## config.mk

```make
export PLATFORM = sky130hd
export DESIGN_NAME = debounce_edge
export DESIGN_NICKNAME = d
export VERILOG_FILES = /design/src/rtl/debounce_pkg.sv /design/src/rtl/sync_2ff.sv /design/src/rtl/debounce_edge.sv
export SDC_FILE = /design/constraint.sdc
export NUM_CORES = 1
export LEC_CHECK = 0
export ABC_AREA = 0
export CAP_MARGIN = 20
export CELL_PAD_IN_SITES_DETAIL_PLACEMENT = 0
export CELL_PAD_IN_SITES_GLOBAL_PLACEMENT = 1
export CORE_MARGIN = 4
export CORE_UTILIZATION = 38
export DETAILED_ROUTE_END_ITERATION = 10
export PLACE_DENSITY = 0.8
export SLEW_MARGIN = 10
export SYNTH_ARGS = -nofsm -noshare
export SYNTH_HDL_FRONTEND = slang
export SYNTH_SLANG_ARGS = --single-unit
```

## constraint.sdc

```tcl
create_clock -name clk -period 1.4 [get_ports clk]
set_input_delay 0.28 -clock clk [delete_from_list [all_inputs] [get_ports clk]]
set_output_delay 0.28 -clock clk [all_outputs]
set_load 0.02 [all_outputs]
```

## src/rtl/debounce_pkg.sv

```systemverilog
// Shared types and defaults for the debounce/edge-detect block.
// The state enumeration is shared so other blocks can decode debounce state.
package debounce_pkg;

  localparam int DEFAULT_STABLE_CYCLES = 16;

  typedef enum logic [1:0] {
    ST_LOW      = 2'b00,
    ST_CHK_HIGH = 2'b01,
    ST_HIGH     = 2'b10,
    ST_CHK_LOW  = 2'b11
  } state_e;

  // Debounced level implied by a state: HIGH and CHK_LOW both present dout=1.
  function automatic logic level_of(input state_e st);
    return (st == ST_HIGH) || (st == ST_CHK_LOW);
  endfunction

  function automatic logic is_checking(input state_e st);
    return (st == ST_CHK_HIGH) || (st == ST_CHK_LOW);
  endfunction

endpackage

```

## src/rtl/sync_2ff.sv

```systemverilog
// Generic two-flop synchronizer for a single asynchronous bit.
// Both stages clear on the asynchronous active-low reset.
module sync_2ff (
  input  logic clk,
  input  logic rst_async_n,
  input  logic d,
  output logic q
);

  logic meta_d, meta_q;
  logic sync_d, sync_q;

  always_comb begin
    meta_d = d;
    sync_d = meta_q;
  end

  always_ff @(posedge clk or negedge rst_async_n) begin
    if (!rst_async_n) begin
      meta_q <= 1'b0;
      sync_q <= 1'b0;
    end else begin
      meta_q <= meta_d;
      sync_q <= sync_d;
    end
  end

  assign q = sync_q;

endmodule

```

## src/rtl/debounce_edge.sv

```systemverilog
// Debouncer with edge pulses: a new synchronized level is accepted only after
// STABLE_CYCLES consecutive ce-qualified samples, with one-cycle rise/fall pulses.
module debounce_edge
  import debounce_pkg::*;
#(
  parameter int STABLE_CYCLES = DEFAULT_STABLE_CYCLES,
  parameter int CNT_W         = $clog2(STABLE_CYCLES)
) (
  input  logic clk,
  input  logic rst_async_n,
  input  logic rst_sync,
  input  logic din,
  input  logic ce,
  output logic dout,
  output logic rise,
  output logic fall,
  output logic busy
);

  localparam logic [CNT_W-1:0] CNT_LAST = CNT_W'(STABLE_CYCLES - 1);

  state_e           state_d, state_q;
  logic [CNT_W-1:0] cnt_d, cnt_q;
  logic             dout_d, dout_q;
  logic             rise_d, rise_q;
  logic             fall_d, fall_q;
  logic             clr_d, clr_q;
  logic             sync_in;
  logic             s_raw;
  logic             s;

  // The synchronizer has no synchronous clear, so the first stage is fed 0 on a
  // clear and the stale second stage is masked for the following cycle; the FSM
  // therefore sees exactly what it would with both stages cleared.
  assign sync_in = din & ~rst_sync;

  sync_2ff u_sync (
    .clk         (clk),
    .rst_async_n (rst_async_n),
    .d           (sync_in),
    .q           (s_raw)
  );

  assign s = s_raw & ~clr_q;

  always_comb begin
    state_d = state_q;
    cnt_d   = cnt_q;
    rise_d  = 1'b0;
    fall_d  = 1'b0;
    clr_d   = rst_sync;
    if (rst_sync) begin
      state_d = ST_LOW;
      cnt_d   = '0;
    end else begin
      unique case (state_q)
        ST_LOW: begin
          if (s) begin
            state_d = ST_CHK_HIGH;
            cnt_d   = '0;
          end
        end
        ST_CHK_HIGH: begin
          if (!s) begin
            state_d = ST_LOW;
            cnt_d   = '0;
          end else if (ce) begin
            if (cnt_q == CNT_LAST) begin
              state_d = ST_HIGH;
              cnt_d   = '0;
              rise_d  = 1'b1;
            end else begin
              cnt_d = cnt_q + CNT_W'(1);
            end
          end
        end
        ST_HIGH: begin
          if (!s) begin
            state_d = ST_CHK_LOW;
            cnt_d   = '0;
          end
        end
        ST_CHK_LOW: begin
          if (s) begin
            state_d = ST_HIGH;
            cnt_d   = '0;
          end else if (ce) begin
            if (cnt_q == CNT_LAST) begin
              state_d = ST_LOW;
              cnt_d   = '0;
              fall_d  = 1'b1;
            end else begin
              cnt_d = cnt_q + CNT_W'(1);
            end
          end
        end
        default: begin
          state_d = ST_LOW;
          cnt_d   = '0;
        end
      endcase
    end
    dout_d = level_of(state_d);
  end

  always_ff @(posedge clk or negedge rst_async_n) begin
    if (!rst_async_n) begin
      state_q <= ST_LOW;
      cnt_q   <= '0;
      dout_q  <= 1'b0;
      rise_q  <= 1'b0;
      fall_q  <= 1'b0;
      clr_q   <= 1'b0;
    end else begin
      state_q <= state_d;
      cnt_q   <= cnt_d;
      dout_q  <= dout_d;
      rise_q  <= rise_d;
      fall_q  <= fall_d;
      clr_q   <= clr_d;
    end
  end

  assign dout = dout_q;
  assign rise = rise_q;
  assign fall = fall_q;
  assign busy = is_checking(state_q);

endmodule
```

Word level (Yosys, flattened, before mapping)

Cells that the tools add are included.

Register bits after elaboration: 12
Input port bits: 5
Output and inout bits: 4

$add $sub $neg: 1
Eq/ne operators: 8
Muxes and demuxes: 26
Bitwise operators: 4
Reductions and logical operators: 4

Operators by type and width:

| cell                                                                  | count |
|---|---|
| 4-bit 2-to-1 mux                                                      | 7 |
| 2-bit 2-to-1 mux                                                      | 9 |
| 4-bit one-hot mux with 4 select lines                                 | 1 |
| 2-bit equality test, second input constant                            | 4 |
| 1-bit 2-to-1 mux                                                      | 8 |
| 2-bit one-hot mux with 4 select lines                                 | 1 |
| 3-bit inequality test, second input constant                          | 2 |
| 4-bit by 1-bit adder with 4-bit output, second input constant         | 1 |
| 4-bit equality test, second input constant                            | 1 |
| 1-bit AND                                                             | 2 |
| 2-bit by 1-bit equality test with 1-bit output, second input constant | 1 |
| 2-bit logical NOT                                                     | 1 |
| 1-bit logical OR                                                      | 2 |
| 1-bit NOT                                                             | 2 |
| 2-bit AND reduction                                                   | 1 |

Logic depth before layout (Yosys ltp)

Gate-level depths: netlist (run 1).

Word-level depth: 8
Gate-level depth with buffers: 5
Depth with buffers taken out: 5

Hierarchy

A second synthesis (run 1) with hierarchy kept.

Cell total of the unflattened synthesis: 52
Area total of the unflattened synthesis: 546.8 um2

By module, submodules not included:

| module        | instances | cells an instance | area an instance (um2) |
|---|---|---|---|
| debounce_edge | 1         | 50                | 496.7 |
| sync_2ff      | 1         | 2                 | 50.0 |

Worst setup path after synthesis (run 1)

Ideal clock, no wire load.

Kind: reg-to-reg
Start point: register clr_q
End point: register cnt_q[3]
Library setup time: 0.120 ns
Arrival: 1.089 ns
Required time: 1.280 ns
Path slack: 0.191 ns
Cell stages (with the launch flop): 5
Buffers on the path: 0
Period minus slack after synthesis: 1.209 ns
Cell sequence: dfrtp_1 > nor2b_4 > xor2_2 > nor4b_1 > a41o_2

Longest elaborated chain between the ends: 5

RTL lines:

| item                                       | RTL line                                 | text |
|---|---|---|
| start: declaration                         | debounce_edge.sv:27                      | `logic clr_d, clr_q;` |
| start signal: assignment                   | debounce_edge.sv:120                     | `clr_q <= clr_d;` |
| 1-bit NOT *                                | debounce_edge.sv:44                      | `assign s = s_raw & ~clr_q;` |
| 1-bit AND *                                | debounce_edge.sv:44                      |  |
| 4-bit 2-to-1 mux, on equally long branches | debounce_edge.sv:84, debounce_edge.sv:64 |  |
| 4-bit one-hot mux with 4 select lines      | debounce_edge.sv:56                      | `unique case (state_q)` |
| 4-bit 2-to-1 mux                           | debounce_edge.sv:52                      | `if (rst_sync) begin` |
| end signal: assignment                     | debounce_edge.sv:116                     | `cnt_q <= cnt_d;` |
| end: declaration                           | debounce_edge.sv:23                      | `logic [CNT_W-1:0] cnt_d, cnt_q;` |

Mark *: on every way between the ends. The rest lies on a longest branch, timed or not.
A chain may end at the register's enable or synchronous reset.

Final worst setup path (run 1)

Start point: register state_q[1]
End point: register cnt_q[0]

Longest elaborated chain between the ends: 3

RTL lines:

| item                                                                           | RTL line             | text |
|---|---|---|
| start: declaration                                                             | debounce_edge.sv:22  | `state_e state_d, state_q;` |
| start signal: assignment                                                       | debounce_edge.sv:115 | `state_q <= state_d;` |
| 2-bit equality test (tied with other cells)                                    | debounce_edge.sv:56  |  |
| 4-bit one-hot mux with 4 select lines or 3-bit inequality test (tied branches) | --                   |  |
| 4-bit 2-to-1 mux or 2-bit AND reduction (tied branches)                        | --                   |  |

Parallel ways exist; a longest one is shown, timed or not.

==> run metrics, run 1 <==
unique cell type count in the Yosys netlist 24; starting utilization of the core area ~42%; Initial DRC Count 3; clk slew on worst S/H paths 70 ps; total CTS buffers 3; clock root buffer master sky130_fd_sc_hd__clkbuf_4; area of the core 1350 um^2; worst reg2reg endpoint cnt_q[0]; cell taking the most area after synthesis sky130_fd_sc_hd__dfrtp_1; cell area after synthesis between 500 and 600 um^2; Top Ports 9; register bit count reported by yosys 12; number of antenna violations at the first check in global routing 0; Max Clk Rate between 0.7 and 0.8 GHz; worst-path fanout max 9; layout overhead on the synthesized area 30.1%; top cell type's share of synthesized area between 50 and 60%; RD Place Congestion 0.763; Overflow after GRT 0; Sum Neg Setup Slack 0 ps; number of sinks on the clock net 12; H-tree depth 1; Final HPWL DP between 700 and 800 um; width of the die 46.4 um; data arrival at the endpoint of the critical path approximately 1500 ps; clk_lat worst skew 260 ps; dpl cells 75; detailed-route via count 411; Slew Viols, Final 0; TritonCTS clock tree yes; total iterations of the first detailed-routing run 4; clock skew 0.558 ps; startpoint type of the worst setup path flop; final instance count without filler cells between 70 and 80; leakage around 0.35 nW; reg2reg setup slack 90 ps; top cells by area in the synthesized netlist sky130_fd_sc_hd__dfrtp_1 54%, sky130_fd_sc_hd__nor4b_1 4.7%, sky130_fd_sc_hd__or3b_1 4.7%; critical path startpoint state_q[1]; DR vias/cell between 5 and 6; count of yosys warnings during synthesis 0; Die Y-Extent 46.4 um; total power divided by cell area 831 nW/um^2; sort of element at the end of the critical path flop; peak ir drop on the vdd network 0.770 mV; Util after Layout 54.0%; port buffer count 8; total track usage 11.2%; DRT Wirelength 1030 um; die area 2150 um^2; number of nets with antenna violations after routing 0; required time worst endpoint 1590 ps; Max Cap Viol 0; pin count of the biggest net entering global routing 13; first-pass GRT wire length 1670 um; number of cell instances on the worst register-to-register path 3; number of fillers in the final layout 124; ant diodes 0; share of cells above drive strength 1 25.0%; number of nets in the layout around 70; fraction of the yosys area taken by sequential cells 53.6%; synthesized area per cell about 11 um^2; synthesized netlist net count 55; worst slew margin relative to its limit 81.4%; drt wl/cell 13.0 um; total count of hold-check failures in the final report 0; leading cell types in the layout, fill and taps excluded 11 x sky130_fd_sc_hd__dfrtp_1, 7 x sky130_fd_sc_hd__buf_4, 4 x sky130_fd_sc_hd__a21oi_1, 4 x sky130_fd_sc_hd__clkdlybuf4s50_1, 4 x sky130_fd_sc_hd__dlygate4sd2_1; worst reg2reg startpoint state_q[1]; status finished, final reports clean; Gate Count Post-Synth between 40 and 50; critical path type reg -> reg; CTS max path bufs 2; post-route clock period utilization between 90 and 100%; shortest clock period the worst path allows after layout 1310 ps; number of remaining DRC errors 0; count of final setup violators 0; vias in the first global route 400; most common library cell in the layout ignoring fill and taps sky130_fd_sc_hd__dfrtp_1; std cell rows 13; slew at the pin with the worst max-slew slack ~280 ps; setup repair after global routing missed its margin no; Hold/Removal Path Class in -> async
-- stage by stage --
stage / total power, mW / instance area, um^2 / setup WS (ps) / hold slack [ps]
CTS: 0.615 / 709 / 17.8 / 299
detailed placement: 0.408 / 692 / -139 / 342
floorplan: 0.377 / 561 / 191 / -15.6
global placement: 0.407 / 692 / -144 / 338
finish: 0.606 / 729 / 92.6 / 303
global route: 0.636 / 729 / 15.2 / 308
-- synth_stat cells --
library cell	n
sky130_fd_sc_hd__nand3_1	3
sky130_fd_sc_hd__xor2_1	1
sky130_fd_sc_hd__clkbuf_1	2
sky130_fd_sc_hd__nor4b_1	3
sky130_fd_sc_hd__o2111ai_1	1
sky130_fd_sc_hd__xnor2_1	1
sky130_fd_sc_hd__nor2_1	2
sky130_fd_sc_hd__nor2b_1	1
sky130_fd_sc_hd__mux2i_1	1
sky130_fd_sc_hd__or3b_1	3
sky130_fd_sc_hd__inv_1	1
sky130_fd_sc_hd__a41o_2	1
sky130_fd_sc_hd__dfrtp_1	12
sky130_fd_sc_hd__and2_1	1
sky130_fd_sc_hd__buf_2	1
sky130_fd_sc_hd__ha_1	1
sky130_fd_sc_hd__xor2_2	1
sky130_fd_sc_hd__and3_2	1
sky130_fd_sc_hd__nand2_1	3
sky130_fd_sc_hd__o21ai_0	2
sky130_fd_sc_hd__mux2_2	1
sky130_fd_sc_hd__a21oi_1	4
sky130_fd_sc_hd__nor2b_4	1
sky130_fd_sc_hd__nand4_1	1
-- power by group --
part | internal (mW) | leakage [nW] | switching (mW) | total (mW)
clock network | 0.0993 | 0.0138 | 0.104 | 0.204
logic | 0.0247 | 0.176 | 0.0240 | 0.0487
registers | 0.352 | 0.161 | 0.00229 | 0.354
total | 0.476 | 0.351 | 0.131 | 0.606
-- registers in the layout, indices dropped and copies added, names as in the netlist --
name and cells:
cnt_q 4, state_q 2, clr_q 1, dout 1
fall 1, rise 1, u_sync.meta_q 1, u_sync.q 1
-- repair_timing --
action                                  4_1_cts  5_1_grt
gates resized for setup                       4        2
hold buffers                                  0        0
buffers inserted                              0        1
endpoints found under the setup margin        4        4
-- area by class of cell --
type	count	area, um^2	area share (%)
clock buffers	3	22.5	3.09
inverters	1	3.75	0.515
well taps	15	18.8	2.57
flip-flops and latches	12	302	41.3
repair buffers	15	128	17.5
multi-input cells	33	255	35.0
-- worst max-delay path by stage --
stage	endpoint	slack, ps	cells after the start
3_3_place_gp	fall	-140	4
6_report	cnt_q[0]	90	3
2_1_floorplan	cnt_q[3]	190	4
3_5_place_dp	fall	-140	4
5_1_grt	cnt_q[1]	20	4
4_1_cts	cnt_q[0]	20	4
-- critical path, stage by stage, from the launching register on --
cell	delay (ps)
sky130_fd_sc_hd__dfrtp_2	460
sky130_fd_sc_hd__xor2_4	230
sky130_fd_sc_hd__or3b_1	390
sky130_fd_sc_hd__a21oi_1	150
-- per-layer routing --
layer / wire [um] / global-route usage, % / vias to the layer above
met5: 0 / 0 / -
met4: 0 / 1.70 / 0
met3: 43 / 6.25 / 0
met2: 505 / 18.4 / 5
met1: 481 / 12.9 / 200
li1: - / - / 206
-- logic make-up after synthesis --
logic type,Yosys count,synth area share (%)
adder cells (fa/ha/maj),1,2.23
AND/OR/NAND/NOR,19,22.5
flip-flops,12,53.6
multiplexers,2,3.79
AO/OA/AOI/OAI,8,8.93
buffers and inverters,4,2.90
XOR/XNOR,3,6.03
No activity file was read; power rests on OpenSTA's default activity.
==> inputs of run 2 (changes only) <==
- GPL_TIMING_DRIVEN: not set -> 0
- SLEW_MARGIN: 10 -> 30
==> run metrics, run 2 (same netlist as run 1, synthesis figures left out) <==
status finished, final reports clean; flip-flop count of the largest register, all copies and words added 4; cells traversed along the worst timing path ha_2, a21oi_1, o21ai_0, o21ai_0, a41o_2; Largest regs cnt_q: 4 flops, state_q: 2 flops; most common library cell in the layout ignoring fill and taps sky130_fd_sc_hd__dfrtp_1; clock skew about 7.5 ps; number of cell instances on the worst register-to-register path 5; drt wl/cell 12.5 um; DR vias/cell 5.16; worst reg2reg endpoint cnt_q[3]; slew at the pin with the worst max-slew slack roughly 520 ps; clock root buffer master sky130_fd_sc_hd__clkbuf_4; leakage approximately 0.34 nW; vias in the first global route 344; most frequent CP cell sky130_fd_sc_hd__o21ai_0; required time worst endpoint 1560 ps; die area roughly 2200 um^2; width of the die 46.4 um; worst reg2reg startpoint cnt_q[0]; worst slew margin relative to its limit 65.1%; number of nets in the layout 68; RD Place Congestion 0.754; clk_lat worst skew 270 ps; Max Clk Rate around 0.75 GHz; CTS hold repair buffers 0; port buffer count 8; reg2reg setup slack 70 ps; critical path type reg -> reg; Hold/Removal Path Class in -> async; power after layout 0.661 mW; total CTS buffers 3; number of remaining DRC errors 0; worst-path fanout max 5; total power divided by cell area about 930 nW/um^2; standard cell with the maximum stage delay on the critical path sky130_fd_sc_hd__dfrtp_1; shortest clock period the worst path allows after layout 1330 ps; area of the core about 1400 um^2; DRT Wirelength ~950 um; number of nets with antenna violations after routing 0; share of cells above drive strength 1 21.3%; number of antenna violations at the first check in global routing 0; CTS max path bufs 2; TritonCTS clock tree yes; sort of element at the end of the critical path flop; dpl cells 72; total count of hold-check failures in the final report 0; ant diodes 0; post-route clock period utilization 95.3%; startpoint type of the worst setup path flop; Initial DRC Count 1; Max Cap Viol 0; starting utilization of the core area 41.5%; Final HPWL DP 661 um; peak ir drop on the vdd network slightly above 0.6 mV; delay of the slowest cell on the worst path 430 ps; Top Ports 9; pin count of the biggest net entering global routing 13; std cell rows 13; Util after Layout 52.5%; register name with the most flops cnt_q; Slew Viols, Final 0; final instance count without filler cells between 70 and 80; first-pass GRT wire length 1490 um; total iterations of the first detailed-routing run 2; clk slew on worst S/H paths 80 ps; detailed-route via count 392; layout overhead on the synthesized area 26.6%; number of sinks on the clock net 12; H-tree depth 1; data arrival at the endpoint of the critical path 1490 ps; smallest hold slack 351 ps; post-CTS setup buffer count 0; number of fillers in the final layout between 100 and 150; count of final setup violators 0; Overflow after GRT 0; total track usage 10.2%; Die Y-Extent 46.4 um
[run 2: cell types whose count changed in the layout (fill, tap and decap cells not counted), sizes merged]
| cell | delta |
|---|---|
| buf | -5 |
| clkdlybuf4s50 | -1 |
| clkbuf | +3 |
| dlygate4sd2 | -1 |
| dlymetal6s2s | +1 |
[run 2: through the flow]
| step | cell area (um^2) | setup TNS (ps) | setup slack (ps) |
|---|---|---|---|
| 3_5_place_dp | 659 | -1540 | -277 |
| 3_3_place_gp | 659 | -1470 | -265 |
| 4_1_cts | 689 | 0 | 15.3 |
| 6_report | 709 | 0 | 66.3 |
| 2_1_floorplan | 561 | 0 | 191 |
| 5_1_grt | 709 | -3.80 | -3.80 |
[run 2: worst max-delay path by stage]
| stage | from | end | slack, ps |
|---|---|---|---|
| after floorplan | clr_q | cnt_q[3] | 190 |
| after global placement | ce | dout | -260 |
| after detailed placement | ce | dout | -280 |
| after CTS | ce | dout | 20 |
| after global routing | clr_q | cnt_q[2] | -4 |
| final | cnt_q[0] | cnt_q[3] | 70 |
[run 2: cell type report]
| type | count | area [um^2] | share of cell area [%] |
|---|---|---|---|
| Buffer | 3 | 15.0 | 2.12 |
| Inverter | 1 | 3.75 | 0.529 |
| Sequential cell | 12 | 300 | 42.3 |
| Multi-Input combinational cell | 33 | 262 | 36.9 |
| Tap cell | 15 | 18.8 | 2.65 |
| Timing Repair Buffer | 8 | 73.8 | 10.4 |
| Clock buffer | 4 | 36.3 | 5.11 |
[run 2: critical path: cells and delay by family, from the launching register on]
family,cells,cell delay [ps]
adder cells (fa/ha/maj),1,240
flip-flops,1,430
AO/OA/AOI/OAI,4,560
[run 2: power by group]
part	switching, mW	total (mW)	internal [mW]
combinational	0.0229	0.0410	0.0181
clock	0.109	0.267	0.158
sequential	0.00209	0.354	0.352
[run 2: timing repair]
item / in CTS / in global routing
hold endpoints to repair: 0 / 0
pin swaps: 0 / 1
setup endpoints to repair: 4 / 5
gates resized for setup: 8 / 4
[run 2: per-layer routing]
layer,wire (um),track usage (%)
met1,427,12.7
met2,443,14.6
met3,66,5.86
met4,11,3.41
met5,0,0
